===== src/rtl/img_sensor_tx.sv =====
// img_sensor_tx: sensor end of the fv/lv/d parallel pixel bus.
// Each change on cmd_capture starts one frame of a ramp pattern. The ramp
// starts at PixelInitial and steps by PixelDelta (modulo 2^12) on every
// active pixel. All bus and status outputs are registered.
module img_sensor_tx #(
    parameter int          ImgWidth     = 2304,
    parameter int          ImgHeight    = 1296,
    parameter int          HBlank       = 16,
    parameter int          VBlankPre    = 8,
    parameter int          VBlankPost   = 8,
    parameter logic [11:0] PixelInitial = 12'hFFF,
    parameter int          PixelDelta   = -1,
    localparam int         PixW         = $clog2(ImgWidth * ImgHeight + 1)
) (
    input  logic            clk,
    input  logic            rst,
    input  logic            cmd_capture,
    output logic            status_busy,
    output logic            status_captureDone,
    output logic [PixW-1:0] status_pixelCount,
    output logic            img_dclk,
    output logic            img_fv,
    output logic            img_lv,
    output logic [11:0]     img_d
);

    localparam int MaxA   = (ImgWidth > HBlank) ? ImgWidth : HBlank;
    localparam int MaxB   = (VBlankPre > VBlankPost) ? VBlankPre : VBlankPost;
    localparam int MaxCnt = (MaxA > MaxB) ? MaxA : MaxB;
    localparam int CntW   = $clog2(MaxCnt + 1);
    localparam int RowW   = $clog2(ImgHeight + 1);

    localparam logic [CntW-1:0] PreLast  = CntW'(VBlankPre - 1);
    localparam logic [CntW-1:0] LineLast = CntW'(ImgWidth - 1);
    localparam logic [CntW-1:0] HbLast   = CntW'(HBlank - 1);
    localparam logic [CntW-1:0] PostLast = CntW'(VBlankPost - 1);
    localparam logic [RowW-1:0] RowLast  = RowW'(ImgHeight - 1);
    localparam logic [11:0]     PixStep  = 12'(PixelDelta);

    typedef enum logic [2:0] {
        ST_IDLE,
        ST_FVPRE,
        ST_LINE,
        ST_HBLANK,
        ST_FVPOST
    } state_t;

    state_t          state_q;
    logic [CntW-1:0] cnt_q;
    logic [RowW-1:0] row_q;
    logic [11:0]     pix_q, pix_d;
    logic [PixW-1:0] fpc_q, fpc_d;
    logic [PixW-1:0] pcnt_q;
    logic            fv_q, lv_q, busy_q, done_q;
    logic [11:0]     d_q;
    logic            hist_q, hist_vld_q, tog_q;

    assign img_dclk           = clk;
    assign img_fv             = fv_q;
    assign img_lv             = lv_q;
    assign img_d              = d_q;
    assign status_busy        = busy_q;
    assign status_captureDone = done_q;
    assign status_pixelCount  = pcnt_q;

    // Next ramp value and saturating frame pixel count.
    always_comb begin
        pix_d = pix_q + PixStep;
        fpc_d = (fpc_q == '1) ? fpc_q : fpc_q + PixW'(1);
    end

    // Toggle detect. The history reloads from cmd_capture on the first edge
    // after reset, so the level held during reset is never taken as a change.
    // tog_q adds the sample stage: a toggle that changes on edge N puts fv up on edge N+2.
    always_ff @(posedge clk or posedge rst) begin
        if (rst) begin
            hist_q     <= 1'b0;
            hist_vld_q <= 1'b0;
            tog_q      <= 1'b0;
        end else begin
            hist_q     <= cmd_capture;
            hist_vld_q <= 1'b1;
            tog_q      <= hist_vld_q && (cmd_capture != hist_q);
        end
    end

    // Frame sequencer. Outputs are set on the edge that enters each state.
    always_ff @(posedge clk or posedge rst) begin
        if (rst) begin
            state_q <= ST_IDLE;
            cnt_q   <= '0;
            row_q   <= '0;
            pix_q   <= PixelInitial;
            fpc_q   <= '0;
            pcnt_q  <= '0;
            fv_q    <= 1'b0;
            lv_q    <= 1'b0;
            d_q     <= '0;
            busy_q  <= 1'b0;
            done_q  <= 1'b0;
        end else begin
            if (lv_q) fpc_q <= fpc_d;
            case (state_q)
                ST_IDLE: begin
                    // A toggle seen in any other state is dropped.
                    if (tog_q) begin
                        state_q <= ST_FVPRE;
                        cnt_q   <= '0;
                        pix_q   <= PixelInitial;
                        fpc_q   <= '0;
                        fv_q    <= 1'b1;
                        busy_q  <= 1'b1;
                    end
                end
                ST_FVPRE: begin
                    if (cnt_q == PreLast) begin
                        state_q <= ST_LINE;
                        cnt_q   <= '0;
                        row_q   <= '0;
                        lv_q    <= 1'b1;
                        d_q     <= pix_q;
                        pix_q   <= pix_d;
                    end else begin
                        cnt_q <= cnt_q + CntW'(1);
                    end
                end
                ST_LINE: begin
                    if (cnt_q == LineLast) begin
                        cnt_q <= '0;
                        lv_q  <= 1'b0;
                        d_q   <= '0;
                        if (row_q == RowLast) begin
                            state_q <= ST_FVPOST;
                        end else begin
                            state_q <= ST_HBLANK;
                            row_q   <= row_q + RowW'(1);
                        end
                    end else begin
                        cnt_q <= cnt_q + CntW'(1);
                        d_q   <= pix_q;
                        pix_q <= pix_d;
                    end
                end
                ST_HBLANK: begin
                    if (cnt_q == HbLast) begin
                        state_q <= ST_LINE;
                        cnt_q   <= '0;
                        lv_q    <= 1'b1;
                        d_q     <= pix_q;
                        pix_q   <= pix_d;
                    end else begin
                        cnt_q <= cnt_q + CntW'(1);
                    end
                end
                ST_FVPOST: begin
                    if (cnt_q == PostLast) begin
                        state_q <= ST_IDLE;
                        cnt_q   <= '0;
                        fv_q    <= 1'b0;
                        busy_q  <= 1'b0;
                        done_q  <= ~done_q;
                        pcnt_q  <= fpc_q;
                    end else begin
                        cnt_q <= cnt_q + CntW'(1);
                    end
                end
                default: state_q <= ST_IDLE;
            endcase
        end
    end

endmodule


===== config.mk =====
export PLATFORM = sky130hd
export DESIGN_NAME = img_sensor_tx
export DESIGN_NICKNAME = d
export VERILOG_FILES = /design/src/rtl/img_sensor_tx.sv
export SDC_FILE = /design/constraint.sdc
export NUM_CORES = 1
export LEC_CHECK = 0
export CORE_ASPECT_RATIO = 0.9
export CORE_MARGIN = 2
export CORE_UTILIZATION = 35
export CTS_BUF_LIST = sky130_fd_sc_hd__clkbuf_8
export DETAILED_ROUTE_END_ITERATION = 12
export GPL_ROUTABILITY_DRIVEN = 0
export PLACE_DENSITY = 0.59
export SLEW_MARGIN = 20
export SYNTH_ARGS = -nofsm -noshare
export SYNTH_HDL_FRONTEND = slang
export SYNTH_SLANG_ARGS = --single-unit

===== constraint.sdc =====
create_clock -name clk -period 10.2 [get_ports clk]
set_input_delay 2.55 -clock clk [delete_from_list [all_inputs] [get_ports clk]]
set_output_delay 2.55 -clock clk [all_outputs]
set_load 0.05 [all_outputs]

# Word-level counts from Yosys, hierarchy flattened
# Index checks and enable logic that the tools add are counted.
[classes] n_eq_ne=17 n_mux=36 n_addsub=4 bitwise=1 reduce_logical=16
[op_table] cell="2-to-1 mux 12 bit" count=11
[op_table] cell="case mux 12 bit (4 select lines)" count=2
[op_table] cell="2-to-1 mux 22 bit" count=4
[op_table] cell="case mux 12 bit (3 select lines)" count=1
[op_table] cell="2-to-1 mux 11 bit" count=3
[op_table] cell="adder 22 x 1 -> 22 bit (second input constant)" count=1
[op_table] cell="equality test 22 bit (second input constant)" count=1
[op_table] cell="case mux 11 bit (2 select lines)" count=1
[op_table] cell="2-to-1 mux 3 bit" count=6
[op_table] cell="case mux 3 bit (5 select lines)" count=1
[op_table] cell="inequality test 2 bit (second input constant)" count=7
[op_table] cell="adder 12 x 1 -> 12 bit (second input constant)" count=1
[op_table] cell="adder 12 bit (second input constant)" count=1
[op_table] cell="equality test 12 bit (second input constant)" count=1
[op_table] cell="equality test 12 x 3 -> 1 bit (second input constant)" count=1
[op_table] cell="equality test 12 x 4 -> 1 bit (second input constant)" count=1
[op_table] cell="adder 11 x 1 -> 11 bit (second input constant)" count=1
[op_table] cell="equality test 11 bit (second input constant)" count=1
[op_table] cell="AND reduction 5 bit" count=2
[op_table] cell="AND reduction 4 bit" count=2
[op_table] cell="nonzero test 4 bit" count=2
[op_table] cell="equality test 3 x 2 -> 1 bit (second input constant)" count=2
[op_table] cell="AND reduction 3 bit" count=2
[op_table] cell="2-to-1 mux 1 bit" count=5
[op_table] cell="other kinds (12)" count=14
[totals] out_inout_bits=39 register_bits=100 word_cells=87

# Logic depth before layout (Yosys ltp)
# Gate-level depths: netlist (run 1).
[depth] depth_word=5 mapped_depth=7

==> results of run 1 <==
[stage by stage]
step                      cells  hold slack, ns  setup WS (ns)  util [%]
final                       691          0.4687          1.639     41.96
after global routing        691          0.5017          1.620     41.96
after CTS                   691          0.4753          1.631     41.96
after detailed placement    674          0.4536          1.878     40.37
after global placement      674          0.4397          1.878     40.37
after floorplan             484          0.4277          2.383         -
[kinds of logic (layout without fill, tap and decap cells)]
family | after synthesis | in the layout | synth area share, %
adder cells (fa/ha/maj) | 4 | 4 | 1.025
buffers and inverters | 30 | 69 | 2.486
other | 1 | 1 | 0.07681
XOR/XNOR | 32 | 32 | 5.741
multiplexers | 24 | 24 | 5.510
AO/OA/AOI/OAI | 79 | 79 | 10.05
AND/OR/NAND/NOR | 214 | 214 | 23.55
flip-flops | 100 | 100 | 51.56
[area by class of cell]
| cell class | instances | area share (%) |
|---|---|---|
| repair buffers | 42 | 7.353 |
| flip-flops and latches | 100 | 44.56 |
| well taps | 168 | 3.721 |
| inverters | 9 | 0.6423 |
| clock inverters | 5 | 0.8638 |
| clock buffers | 13 | 3.101 |
| multi-input cells | 354 | 39.76 |
[registers in the layout (all words and copies together), names as in the netlist]
signal	flops
img_lv	1
cnt_q	12
status_busy	1
pix_q	12
hist_vld_q	1
row_q	11
status_pixelCount	22
tog_q	1
state_q	3
img_d	12
status_captureDone	1
fpc_q	22
hist_q	1
[routing by layer]
| layer | vias to the layer above | global-route usage (%) | part of all wire [%] |
|---|---|---|---|
| li1 | 1813 | - | - |
| met1 | 1821 | 20.12 | 49 |
| met2 | 75 | 22.59 | 46 |
| met3 | 13 | 3.740 | 3.9 |
| met4 | 0 | 4.420 | 1.0 |
| met5 | - | 0 | 0 |
[power by group]
part	switching [W]	leakage, nW	internal (W)
clock	0.000148	0.120	0.000140
combinational	0.000236	1.05	0.000128
sequential	0.0000742	1.29	0.000473
total	0.000458	2.47	0.000741
[worst min path at each step]
| stage | to | depth (start not counted) | from |
|---|---|---|---|
| 2_1_floorplan | tog_q | 1 | hist_vld_q |
| 3_3_place_gp | tog_q | 1 | hist_vld_q |
| 3_5_place_dp | tog_q | 1 | hist_vld_q |
| 4_1_cts | tog_q | 1 | hist_vld_q |
| 5_1_grt | tog_q | 1 | hist_vld_q |
| 6_report | tog_q | 1 | hist_vld_q |
[Yosys cell counts, drive strengths merged, types with 2 or more instances]
cell type | n | area, um^2
xor2 | 12 | 105.1
and4 | 4 | 35.03
or2 | 2 | 12.52
o2111ai | 3 | 26.28
nand4 | 18 | 118.9
mux2 | 23 | 259.0
and2 | 2 | 12.51
dfstp | 12 | 315.3
nor3b | 4 | 30.03
nor3 | 14 | 80.08
ha | 4 | 50.05
a31oi | 2 | 12.51
a22o | 3 | 26.28
dfrtp | 88 | 2202
or4 | 6 | 48.80
xnor2 | 20 | 175.2
inv | 9 | 33.78
o21ai | 33 | 165.2
nand3 | 32 | 160.2
nor2b | 3 | 18.77
clkbuf | 17 | 63.81
nor4b | 2 | 17.52
nor2 | 40 | 150.1
a211oi | 2 | 15.01
or3 | 16 | 105.1
and3 | 7 | 43.79
o31ai | 5 | 37.54
a21o | 6 | 45.04
a21oi | 14 | 70.07
nand2 | 49 | 183.9
buf | 4 | 23.76
nor4bb | 3 | 30.03
o211ai | 3 | 22.52
nor4 | 10 | 83.83
[placed cells by master, fill, tap and decap left out, types with 14 or more instances in the layout]
cell type,Yosys,routed
a21oi_1,14,14
clkdlybuf4s50_1,0,41
dfrtp_1,88,88
mux2_2,23,23
nand2_1,49,49
nand3_1,32,32
nand4_1,17,17
nor2_1,40,39
o21ai_0,32,32
xnor2_1,20,20
==> impl_metrics.csv, run 1 <==
group,metric,value,unit
setup_path,cp.depth,3,
sta,hold_viol_final,0,
pwr,p_per_area,212.2,mW/mm^2
detailed_routing,vias_per_cell,5.386,
logic_synthesis,synth_nets,491,
logic_synthesis,synthDistinctLibCells,56,
setup_path,crit_path_end,"img_dclk",
grt,antenna_found_initial,0,
setup_path,cp_common_cell,"clkbuf_8",
sta,setup_tns,0,ns
logic_synthesis,netlist_instances,484,
finish,syn2layout_area_growth,15.71,%
placement,hpwl,6769,um
clock_network,postCtsSetupBuffers,0,
clock_network,clkTransAtPathRegs,0.08,ns
logic_synthesis,ys.flop_type,"dfrtp_1",
finish,nFillCells,1276,
sta,fin_skew,0.005356,ns
logic_synthesis,yosysWarnings,0,
detailed_routing,vias,3722,
placement,dpl_cell_area,0.005435,mm^2
finish,final_nets,527,
finish,final_cell_area,0.005649,mm^2
floorplanning,start_util,36.26,%
floorplanning,die_w,128.5,um
setup_path,slowest_stage,"clkdlybuf4s50_1",
job,cap_viol_max_count,0,
setup_path,crit_path_start,"clk",
pwr,vdd_drop_max,0.1669,mV
finish,ff_latch_area,0.002517,mm^2
setup_path,r2r_cells,5,
logic_synthesis,synth_edf_count,0,
pwr,finalPower,0.001199,W
grt,grt_pass1_wl,17350,um
logic_synthesis,synth_area_per_cell,10.09,um^2
floorplanning,die_h,116.0,um
setup_path,cp-end-kind,"output port",
setup_path,r2r-start,"cnt_q[3]",
logic_synthesis,synth_area,0.004882,mm^2
logic_synthesis,ys_ff_latch,100,
grt,grt_start_max_net_pins,66,
detailed_routing,dr.first_iter.drc_count,259,
logic_synthesis,async_reset_ff_share,100.0,%
detailed_routing,drc,0,
sta,finalSetupViolCount,0,
detailed_routing,routedWlPerCell,14.62,um
setup_path,path_max_fanout,2,
sta,slew_violations,0,
setup_path,worstPathRequired,7.65,ns
detailed_routing,postRouteAntennaNets,0,
pwr,p_leak,2.466,nW
sta,tightest_slew,0.9468,ns
setup_path,crit_buf_inv,3,
sta,slew_headroom,36.88,%
grt,grt_overflow_total,0,
setup_path,slowest_delay,0.69,ns
detailed_routing,wirelength,10100,um
setup_path,worstSetupPathType,"clock port to output port",
sta,rsz0062_at_grt,"no",
grt,first_global_vias,3606,
setup_path,arrival,6.01,ns
setup_path,crit_chain,"clkbuf_8 > clkbuf_8 > clkdlybuf4s50_1",
grt,grt_usage,14.53,%
logic_synthesis,seq_area_frac_synth,51.56,%
floorplanning,die-area,0.01491,mm^2
clock_network,cts_resized,0,
clock_network,cts_tree,"done",
setup_path,r2r_slack,7.24,ns
hold_path,hp-class,"flip-flop to flip-flop",
floorplanning,core,0.01346,mm^2
finish,multiInputGateArea,0.002246,mm^2
setup_path,critPathLaunchType,"clock port",
floorplanning,io_pins,42,
clock_network,holdBufCountCts,0,
setup_path,r2r-end,"cnt_q[8]",
clock_network,insertion_delay,0.46,ns
setup_path,cp_top_family,"buffers and inverters",
placement,io_buffer_count,41,
detailed_routing,dr.pass1.iters,5,
finish,drive_above_1_share,12.62,%
run_status,status,"complete, no violations",
floorplanning,rows,40,
finish,n_antenna_cell,0,
(Power assumes the default switching activity.)
==> inputs of run 2 (changes only) <==
--- a/config.mk
+++ b/config.mk
@@ -11,7 +11,7 @@
 export CTS_BUF_LIST = sky130_fd_sc_hd__clkbuf_8
 export DETAILED_ROUTE_END_ITERATION = 12
 export GPL_ROUTABILITY_DRIVEN = 0
-export PLACE_DENSITY = 0.59
+export PLACE_DENSITY = 0.61
 export SLEW_MARGIN = 20
 export SYNTH_ARGS = -nofsm -noshare
 export SYNTH_HDL_FRONTEND = slang
==> constraint.sdc (replaced) <==
create_clock -name clk -period 7.15 [get_ports clk]
set_input_delay 1.7875 -clock clk [delete_from_list [all_inputs] [get_ports clk]]
set_output_delay 1.7875 -clock clk [all_outputs]
set_load 0.05 [all_outputs]
==> impl_metrics.csv, run 2 (synthesis results as in run 1) <==
group,metric,value,unit
run_status,status,"complete, no violations",
clock_network,cts_resized,0,
grt,grt_pass1_wl,17640,um
detailed_routing,dr.pass1.iters,4,
clock_network,clkTransAtPathRegs,0.09,ns
detailed_routing,top_layer,"met4",
clock_network,postCtsSetupBuffers,0,
floorplanning,die_h,116.0,um
floorplanning,die-area,0.01491,mm^2
pwr,finalPower,0.001819,W
finish,final_cell_mix,"dfrtp_1, nand2_1, clkdlybuf4s50_1, nor2_1",
placement,post-place-ws,1.115,ns
finish,syn2layout_area_growth,17.38,%
floorplanning,core,0.01346,mm^2
setup_path,worstSetupPathType,"clock port to output port",
floorplanning,die_w,128.5,um
sta,rsz0062_at_grt,"no",
floorplanning,start_util,36.26,%
sta,slew_violations,0,
clock_network,holdBufCountCts,0,
setup_path,worstPathRequired,5.36,ns
setup_path,path_max_fanout,2,
finish,n_antenna_cell,0,
sta,setup_ws,0.8692,ns
hold_path,hp-class,"flip-flop to flip-flop",
clock_network,cts_tree,"done",
detailed_routing,wl_met2,4745,um
finish,final_nets,528,
finish,final_common_cell,"dfrtp_1",
grt,first_global_vias,3672,
detailed_routing,drc,0,
sta,finalHoldWorstSlack,0.4764,ns
clock_network,insertion_delay,0.47,ns
setup_path,arrival,4.49,ns
detailed_routing,met3_length,383,um
detailed_routing,vias_per_cell,5.418,
grt,grt_overflow_total,0,
sta,finalSetupViolCount,0,
pwr,p_leak,2.499,nW
detailed_routing,postRouteAntennaNets,0,
detailed_routing,vias,3760,
detailed_routing,dr.first_iter.drc_count,248,
grt,grt_usage,14.94,%
finish,nFillCells,1290,
grt,grt_start_max_net_pins,62,
floorplanning,rows,40,
sta,hold_viol_final,0,
job,cap_viol_max_count,0,
detailed_routing,routedWlPerCell,14.75,um
detailed_routing,wl_met1,4934,um
detailed_routing,wirelength,10240,um
placement,io_buffer_count,41,
pwr,p_per_area,317.4,mW/mm^2
sta,fin_skew,0.005826,ns
floorplanning,io_pins,42,
setup_path,cp-end-kind,"output port",
finish,drive_above_1_share,13.50,%
sta,setup_tns,0,ns
sta,slew_headroom,31.24,%
sta,tightest_slew,1.031,ns
grt,antenna_found_initial,0,
placement,hpwl,6865,um
setup_path,critPathLaunchType,"clock port",
pwr,vdd_drop_max,0.1817,mV
run 2: area by class of cell:
class                      count  area (um^2)  share of cell area, %
timing repair buffer          43        422.9                  7.380
clock inverter                 6        111.4                  1.943
sequential                   100         2517                  43.93
clock buffer                  14        188.9                  3.297
inverter                       9        36.28                 0.6332
multi-input combinational    354         2243                  39.15
tap                          168        210.2                  3.668
run 2: worst max-delay path: stages:
cell	delay (ns)
clkbuf_8	0.11
clkbuf_8	0.12
clkdlybuf4s50_1	0.69
run 2: through the flow:
stage,area (um^2),util (%),instances
2_1_floorplan,4882,-,484
3_3_place_gp,5440,40.41,675
3_5_place_dp,5440,40.41,675
4_1_cts,5731,42.57,694
5_1_grt,5731,42.57,694
6_report,5731,42.57,694
run 2: layer usage:
metal  global-route usage (%)  vias to the layer above
li1                         -                     1835
met1                    19.73                     1842
met2                    23.48                       72
met3                    4.155                       11
met4                    5.942                        0
met5                        0                        -
run 2: worst paths after layout:
| path | from | endpoint | slack (ns) | depth (start not counted) |
|---|---|---|---|---|
| min in group asynchronous | rst | img_d[3] | 1.69 | 2 |
| worst min-delay path | status_captureDone | status_captureDone | 0.48 | 1 |
| worst max-delay path | clk | img_dclk | 0.87 | 3 |
| max in group asynchronous | rst | status_pixelCount[10] | 4.33 | 3 |
| worst max register to register | cnt_q[3] | cnt_q[3] | 4.05 | 5 |
| worst min register to register | status_captureDone | status_captureDone | 0.48 | 1 |
run 2: report_power, final:
part           internal (W)  switching (W)  leakage, nW  total [W]
clock network      0.000287       0.000229        0.148   0.000516
registers          0.000674       0.000107         1.29   0.000782
logic              0.000184       0.000338         1.06   0.000522
total               0.00114       0.000674         2.50    0.00182
